--- config.mk ---
export PLATFORM = sky130hd
export DESIGN_NAME = seg_scan_to_bcd
export DESIGN_NICKNAME = d
export VERILOG_FILES = /design/src/rtl/seg_scan_to_bcd.sv
export SDC_FILE = /design/constraint.sdc
export NUM_CORES = 1
export LEC_CHECK = 0
export CORE_MARGIN = 10
export CORE_UTILIZATION = 35
export DETAILED_ROUTE_END_ITERATION = 8
export GPL_ROUTABILITY_DRIVEN = 0
export SLEW_MARGIN = 25
export SYNTH_ARGS = -nofsm -noshare
export SYNTH_HDL_FRONTEND = slang
export SYNTH_SLANG_ARGS = --single-unit
--- constraint.sdc ---
create_clock -name i_clk -period 2.4 [get_ports i_clk]
set_input_delay 0.24 -clock i_clk [delete_from_list [all_inputs] [get_ports i_clk]]
set_output_delay 0.24 -clock i_clk [all_outputs]
set_load 0.1 [all_outputs]
--- src/rtl/seg_scan_to_bcd.sv ---
// seg_scan_to_bcd: decodes a multiplexed 7-segment scan bus back into a BCD frame with valid/ack handshake
// Ports:
//   i_clk, i_reset      rising-edge clock, synchronous active-high reset
//   i_segInput[6:0]     segment lines of the currently strobed digit
//   i_digitSel[N-1:0]   one-hot active-high digit strobe
//   i_frameAck          consumer accepts the frame on o_bcdOutput
//   o_bcdOutput[4N-1:0] delivered frame, digit d in bits [4d+3:4d]
//   o_frameValid        frame valid, held until acked
//   o_error             1-cycle pulse on capture of an undecodable pattern
//   o_overrun           1-cycle pulse when a completed frame is dropped
// Optional feature: define SEG_BLANK_EN to decode the all-zero pattern as blank code 4'hA.
module seg_scan_to_bcd #(
    parameter int NUM_DIGITS    = 4,
    parameter int STABLE_CYCLES = 3,
    parameter int CNT_W         = 4
) (
    input  logic                    i_clk,
    input  logic                    i_reset,
    input  logic [6:0]              i_segInput,
    input  logic [NUM_DIGITS-1:0]   i_digitSel,
    input  logic                    i_frameAck,
    output logic [4*NUM_DIGITS-1:0] o_bcdOutput,
    output logic                    o_frameValid,
    output logic                    o_error,
    output logic                    o_overrun
);
    typedef enum logic {COLLECT, HOLD} state_t;

    state_t                  state_q, state_d;
    logic [6:0]              seg_q, seg_d;
    logic [NUM_DIGITS-1:0]   sel_q, sel_d;
    logic [CNT_W-1:0]        cnt_q, cnt_d;
    logic                    done_q, done_d;
    logic [4*NUM_DIGITS-1:0] shadow_q, shadow_d;
    logic [4*NUM_DIGITS-1:0] bcd_q, bcd_d;
    logic [NUM_DIGITS-1:0]   mask_q, mask_d;
    logic                    err_q, err_d;
    logic                    ovr_q, ovr_d;
    logic                    same, onehot, capture, full, load;
    logic [4:0]              dec;

    // Returns {undecodable, bcd}.
    function automatic logic [4:0] decode(input logic [6:0] s);
        case (s)
            7'b1110111: decode = 5'h00;
            7'b0100100: decode = 5'h01;
            7'b0011111: decode = 5'h02;
            7'b0111110: decode = 5'h03;
            7'b1101100: decode = 5'h04;
            7'b1111010: decode = 5'h05;
            7'b1111011: decode = 5'h06;
            7'b0110100: decode = 5'h07;
            7'b1111111: decode = 5'h08;
            7'b1111110: decode = 5'h09;
`ifdef SEG_BLANK_EN
            7'b0000000: decode = 5'h0A;
`endif
            default:    decode = 5'h1F;
        endcase
    endfunction

    always_comb begin
        seg_d    = i_segInput;
        sel_d    = i_digitSel;
        same     = {seg_d, sel_d} == {seg_q, sel_q};
        onehot   = (sel_d != '0) && ((sel_d & (sel_d - 1'b1)) == '0);
        cnt_d    = !onehot ? '0 : !same ? CNT_W'(1) :
                   (cnt_q == CNT_W'(STABLE_CYCLES)) ? cnt_q : cnt_q + 1'b1;
        // done_q marks that the current stable window already captured, so a long hold captures only once
        capture  = (cnt_q == CNT_W'(STABLE_CYCLES)) && !done_q;
        done_d   = onehot && same && (done_q || capture);
        dec      = decode(seg_q);
        shadow_d = shadow_q;
        for (int i = 0; i < NUM_DIGITS; i++)
            if (capture && sel_q[i]) shadow_d[4*i +: 4] = dec[3:0];
        full     = &mask_q;
        // a capture on the completion edge starts the next frame in the cleared mask
        mask_d   = (full ? '0 : mask_q) | (capture ? sel_q : '0);
        load     = full && (state_q == COLLECT || i_frameAck);
        bcd_d    = load ? shadow_q : bcd_q;
        ovr_d    = full && !load;
        err_d    = capture && dec[4];
        state_d  = load ? HOLD : i_frameAck ? COLLECT : state_q;
    end

    always_ff @(posedge i_clk) begin
        if (i_reset) begin
            state_q  <= COLLECT;
            seg_q    <= '0;
            sel_q    <= '0;
            cnt_q    <= '0;
            done_q   <= 1'b0;
            shadow_q <= '0;
            bcd_q    <= '0;
            mask_q   <= '0;
            err_q    <= 1'b0;
            ovr_q    <= 1'b0;
        end else begin
            state_q  <= state_d;
            seg_q    <= seg_d;
            sel_q    <= sel_d;
            cnt_q    <= cnt_d;
            done_q   <= done_d;
            shadow_q <= shadow_d;
            bcd_q    <= bcd_d;
            mask_q   <= mask_d;
            err_q    <= err_d;
            ovr_q    <= ovr_d;
        end
    end

    assign o_bcdOutput  = bcd_q;
    assign o_frameValid = state_q == HOLD;
    assign o_error      = err_q;
    assign o_overrun    = ovr_q;
endmodule

==> flow_summary.json, run 1 <==
{
  "p_comb_share_pct": 6.2,
  "pin_count": 33,
  "crit_type": "reg2reg",
  "status": "completed",
  "regArea_um2": 1100,
  "antenna_found_initial": 0,
  "wl_per_cell_um": 12.4,
  "clock.fmax_mhz": 523,
  "dp_cells": 343,
  "synth_edf_count": 0,
  "endpoint": "shadow_q[14]",
  "core_area_um2": 6350,
  "hold_buffers": 0,
  "intPower_mw": 1.19,
  "syn_nets": 264,
  "drc_errors": 0,
  "synth.avg_cell_area_um2": 9.17,
  "grt_max_degree": 43,
  "multiInputGateArea_um2": 1090,
  "setup_tns_ns": 0,
  "fillers": 643,
  "die_area_um2": 10200,
  "ys_seq_elements": 55,
  "syn_to_final_growth_pct": 17.7,
  "yosysWarningCount": 0,
  "syn_area_um2": 2280,
  "irDropWorstVdd_v": 0.000352,
  "drt_first_pass_iters": 4,
  "crit_arrival_ns": 2.08,
  "synth_area_leaders": "dfxtp_1 (48%), nand2_1 (5.9%), a21oi_1 (5.0%), nor2_1 (4.8%), xnor2_1 (4.6%)",
  "switchingPower_mw": 0.350,
  "n_antenna_cell": 0,
  "routed_wl_mm": 4.34,
  "p_per_area_nw_per_um2": 573,
  "root_buffer": "clkbuf_8",
  "crit_path_max_fanout": 8,
  "antenna_left": 0,
  "place_area_um2": 2590,
  "period_share_pct": 79.7,
  "holdCritPathClass": "reg2reg",
  "cts_tree": "yes",
  "vias_per_cell": 4.78,
  "synth_area_leader_cell": "dfxtp_1",
  "rsz0062_at_grt": "no",
  "synth_top_area_share_pct": 48.2,
  "maxCapViolations": 0,
  "synth_ff_type": "dfxtp_1",
  "post-cts-setup-buffers": 0,
  "die_h_um": 101,
  "worstMarginPinSlew_ns": 0.554,
  "reg2reg_depth": 5,
  "cts_num_sinks": 55,
  "clkPwrFrac_pct": 32.7,
  "vias": 1678,
  "netlist-cell-type-count": 42,
  "grt_pass1_vias": 1689,
  "cp-end-kind": "flop",
  "period_needed_ns": 1.91,
  "regToRegStartpoint": "seg_q[5]",
  "power.total_mw": 1.54,
  "final_cells": 351,
  "p_leak_nw": 0.904,
  "reg2reg_slack_ns": 0.49,
  "cts_buffer_depth": 2,
  "drtIter0Drc": 32,
  "cp-startpoint": "seg_q[5]",
  "rows": 29,
  "fin_area_um2": 2690,
  "grt_pass1_wl_mm": 7.54,
  "drive_gt1_share_pct": 14.6,
  "max_stage_delay_ns": 0.49,
  "initial_core_util_pct": 35.9,
  "layout_commonest_cell": "dfxtp_1",
  "critPathRequiredTime_ns": 2.57,
  "dp_hpwl_mm": 3.32,
  "htree_levels": 2,
  "path_cells": "nand2_2, nor3_1, a211oi_4, a2111oi_4, a211oi_1",
  "ys_async_sr_fraction_pct": 0,
  "io_buffers": 32,
  "final_cell_mix": "dfxtp_1 (55), nand2_1 (36), nor2_1 (29)",
  "setup_viol": 0,
  "finalNetCount": 288,
  "seqPwrFrac_pct": 61.1,
  "worstSetupStartpointType": "flop",
  "hold_viol_final": 0,
  "chipWidth_um": 101,
  "gr-total-overflow": 0,
  "critPathSlowestCell": "dfxtp_1",
  "cts.reportedPaths.clkPinSlew_ns": 0.10,
  "timing.slew.headroom_pct": 63.1,
  "synth_cells": 249,
  "cts_resized": 0,
  "grtUsageTotal_pct": 8.68,
  "switching_share_pct": 22.8,
  "cts_buffers": 5,
  "fin_skew_ns": 0.0134,
  "report.final.slew_viol_count": 0,
  "insertion_delay_ns": 0.30,
  "r2r_end": "shadow_q[14]",
  "ys_seq_area_share_pct": 48.2
}
-- cell type report --
type / count / area share, %
clock inverter: 2 / 0.652
tap: 77 / 3.59
inverter: 1 / 0.140
sequential: 55 / 41.0
timing repair buffer: 35 / 11.5
clock buffer: 6 / 2.70
multi-input combinational: 175 / 40.4
-- kinds of logic (layout without fill, tap and decap cells) --
group                      after synthesis  after routing  share of synthesized area (%)
muxes                                    6              6                           2.69
adders and majority gates                1              1                          0.548
xor gates and xnor gates                14             14                           5.37
AOI/OAI and AO/OA                       43             43                           13.7
buffers and inverters                   19             44                           4.17
DFF                                     55             55                           48.2
and+or+nand+nor                        111            111                           25.3
-- registers in the layout, indices dropped and copies added (netlist names) --
register,cells
mask_q,4
seg_q,7
o_bcdOutput,16
sel_q,4
o_frameValid,1
cnt_q,4
o_error,1
done_q,1
o_overrun,1
shadow_q,16
-- critical path, delay by kind of cell (launching register included) --
kind / cells / cell delay, ns
DFF: 1 / 0.49
AOI/OAI and AO/OA: 3 / 0.71
and+or+nand+nor: 2 / 0.58
-- metal layers --
metal | GRT usage, % | share of wire (%) | vias up
li1 | - | - | 890
met1 | 10.7 | 48 | 755
met3 | 3.36 | 6.1 | 0
met2 | 14.1 | 45 | 33
met4 | 1.63 | 0 | 0
met5 | 0 | 0 | -
-- how the worst min path moves through the flow --
stage	endpoint	depth (start not counted)	slack, ns	from
finish	o_bcdOutput[5]	2	0.45	shadow_q[5]
global route	o_bcdOutput[7]	2	0.48	o_bcdOutput[7]
CTS	o_bcdOutput[8]	2	0.46	shadow_q[8]
detailed placement	o_bcdOutput[8]	2	0.44	shadow_q[8]
global placement	done_q	2	0.44	done_q
floorplan	seg_q[0]	1	0.37	i_segInput[0]
-- synth_stat cells, types with 2 or more instances --
master / number
and2_1: 4
xor2_1: 2
nand4b_1: 3
a311oi_1: 4
nand4_1: 3
a211oi_1: 8
buf_2: 4
nand2_2: 2
buf_4: 3
mux2i_1: 5
nor2b_1: 12
nor3b_1: 2
nand3_1: 4
clkbuf_1: 10
xnor2_1: 12
nand2_1: 36
nor2_1: 29
nand2b_1: 2
a31oi_1: 2
nor3_1: 4
a21oi_1: 23
dfxtp_1: 55
-- metrics by stage --
step                      hold WS (ns)  util [%]  setup slack (ns)
final                            0.450      42.3             0.488
after global placement           0.440      40.9             0.550
after floorplan                  0.368         -             0.371
after CTS                        0.459      42.3             0.478
after global routing             0.480      42.3             0.300
after detailed placement         0.444      40.9             0.488
-- power groups by stage --
stage	clock network [mW]	registers, mW	logic [mW]
floorplan	0	0.951	0.0696
global placement	0	0.961	0.0960
detailed placement	0	0.961	0.0965
CTS	0.523	0.940	0.0967
global route	0.550	0.943	0.104
finish	0.503	0.940	0.0951
Power figures use the tool's default switching activity.
==> run 2, diff against run 1 <==
==> constraint.sdc (replaced) <==
create_clock -name i_clk -period 1.85 [get_ports i_clk]
set_input_delay 0.185 -clock i_clk [delete_from_list [all_inputs] [get_ports i_clk]]
set_output_delay 0.185 -clock i_clk [all_outputs]
set_load 0.1 [all_outputs]
==> run 2 against run 1 <==
  * Cell count up 3.7%
  * Via count grew 4.3%
  * Critical path depth is the same
  * First-iteration DRC count grew 63%
  * Count of clock-buffer cells in the layout is the same
  * Register-to-register slack got worse by 0.41 ns
  * Flip-flop and latch count did not move
  * Critical path type unchanged
  * Largest cell class unchanged
  * Highest routed layer is now met4
==> flow_summary.json, run 2 (same netlist as run 1, synthesis figures left out) <==
{
  "reg2reg_slack_ns": 0.08,
  "drt_first_pass_iters": 4,
  "crit_path_max_fanout": 8,
  "reg2reg_depth": 5,
  "p_leak_nw": 0.984,
  "power.total_mw": 2.15,
  "irDropWorstVdd_v": 0.000446,
  "finalNetCount": 301,
  "vias": 1750,
  "cts.reportedPaths.clkPinSlew_ns": 0.10,
  "antenna_found_initial": 0,
  "chipWidth_um": 101,
  "critPathRequiredTime_ns": 2.03,
  "use_met2_pct": 14.1,
  "dp_hpwl_mm": 3.47,
  "report.final.slew_viol_count": 0,
  "r2r_end": "shadow_q[2]",
  "grt_pass1_wl_mm": 7.76,
  "regArea_um2": 1110,
  "cts_num_sinks": 55,
  "layout_commonest_cell": "dfxtp_1",
  "rows": 29,
  "met3_usage_pct": 3.84,
  "fillers": 641,
  "setup_viol": 0,
  "worstMarginPinSlew_ns": 0.369,
  "cp-end-kind": "flop",
  "final_cell_mix": "dfxtp_1 (50), nand2_1 (36), buf_4 (34)",
  "grt_use_met1_pct": 11.6,
  "insertion_delay_ns": 0.31,
  "worstSetupStartpointType": "flop",
  "utilization_pct": 44.3,
  "die_area_um2": 10200,
  "period_share_pct": 95.9,
  "period_needed_ns": 1.77,
  "cts_tree": "yes",
  "fin_area_um2": 2810,
  "drtIter0Drc": 52,
  "grtUsageTotal_pct": 9.19,
  "vias_per_cell": 4.81,
  "worstHoldStart": "shadow_q[9]",
  "grt_max_degree": 40,
  "drc_errors": 0,
  "cts_buffers": 5,
  "holdPathStages": 2,
  "gr-total-overflow": 0,
  "wl_per_cell_um": 12.5,
  "maxCapViolations": 0,
  "rsz0062_at_grt": "yes",
  "status": "completed",
  "setup_slack_ns": 0.0759,
  "htree_levels": 2,
  "grt_busiest_layer": "met2",
  "crit_type": "reg2reg",
  "hold_viol_final": 0,
  "regToRegStartpoint": "seg_q[6]",
  "fin_skew_ns": 0.00824,
  "p_per_area_nw_per_um2": 762,
  "crit_arrival_ns": 1.96,
  "grt_pass1_vias": 1701,
  "clock.fmax_mhz": 564,
  "holdCritPathClass": "reg2reg",
  "root_buffer": "clkbuf_8",
  "pin_count": 33,
  "post-cts-setup-buffers": 0,
  "n_antenna_cell": 0,
  "multiInputGateArea_um2": 1090,
  "core_area_um2": 6350,
  "antenna_left": 0,
  "cts_buffer_depth": 2,
  "min_to": "o_bcdOutput[9]",
  "initial_core_util_pct": 35.9,
  "drive_gt1_share_pct": 21.3,
  "timing.slew.headroom_pct": 75.4,
  "die_h_um": 101,
  "pre_cts_slack_ns": 0.0710,
  "routed_wl_mm": 4.55,
  "place_area_um2": 2690,
  "io_buffers": 32,
  "syn_to_final_growth_pct": 23.3
}
-- run 2: cell types whose count changed in the layout (fill, tap and decap cells not counted), sizes merged --
cell    change
buf        +13
clkinv      -2
bufinv      +1
inv         +1
-- run 2: how the worst max path moves through the flow --
stage                        start      endpoint  slack, ns  cells past startpoint
after detailed placement  seg_q[2]       o_error       0.07                      5
after CTS                 seg_q[2]       o_error       0.05                      5
after global routing      seg_q[6]  shadow_q[14]     -0.004                      5
after global placement    seg_q[2]       o_error        0.1                      5
final                     seg_q[6]   shadow_q[2]       0.08                      5
after floorplan           cnt_q[0]   shadow_q[5]       0.08                      7
-- run 2: stage by stage --
step	instances	TNS [ns]	hold slack, ns
floorplan	249	0	0.313
global placement	356	0	0.443
detailed placement	356	0	0.448
CTS	364	0	0.462
global route	364	-0.00483	0.478
finish	364	0	0.458
-- run 2: cell type report --
cell class	count	area share, %
multi-input cells	175	38.7
well taps	77	3.42
repair buffers	48	14.4
flip-flops and latches	55	39.4
clock buffers	6	2.58
clock inverters	2	1.38
inverters	1	0.133
-- run 2: worst max-delay path, cell delays in order (launching register included) --
cell	delay (ns)
dfxtp_1	0.39
or3_4	0.45
o22ai_4	0.13
a211oi_4	0.10
a2111oi_4	0.45
a211oi_1	0.12
-- run 2: routing by layer --
layer,up-vias,routed length (um)
met5,-,0
met4,0,40
met3,4,273
met2,37,2000
met1,795,2240
li1,914,-
-- run 2: timing repair --
| item | in CTS | in global routing |
|---|---|---|
| hold buffers | 0 | 0 |
| resized for setup | 0 | 7 |
| setup endpoints to repair | 0 | 16 |
-- run 2: where the power goes --
part	internal [mW]	total (mW)	switching, mW
logic	0.0752	0.132	0.0563
registers	1.20	1.22	0.0214
clock network	0.409	0.794	0.385
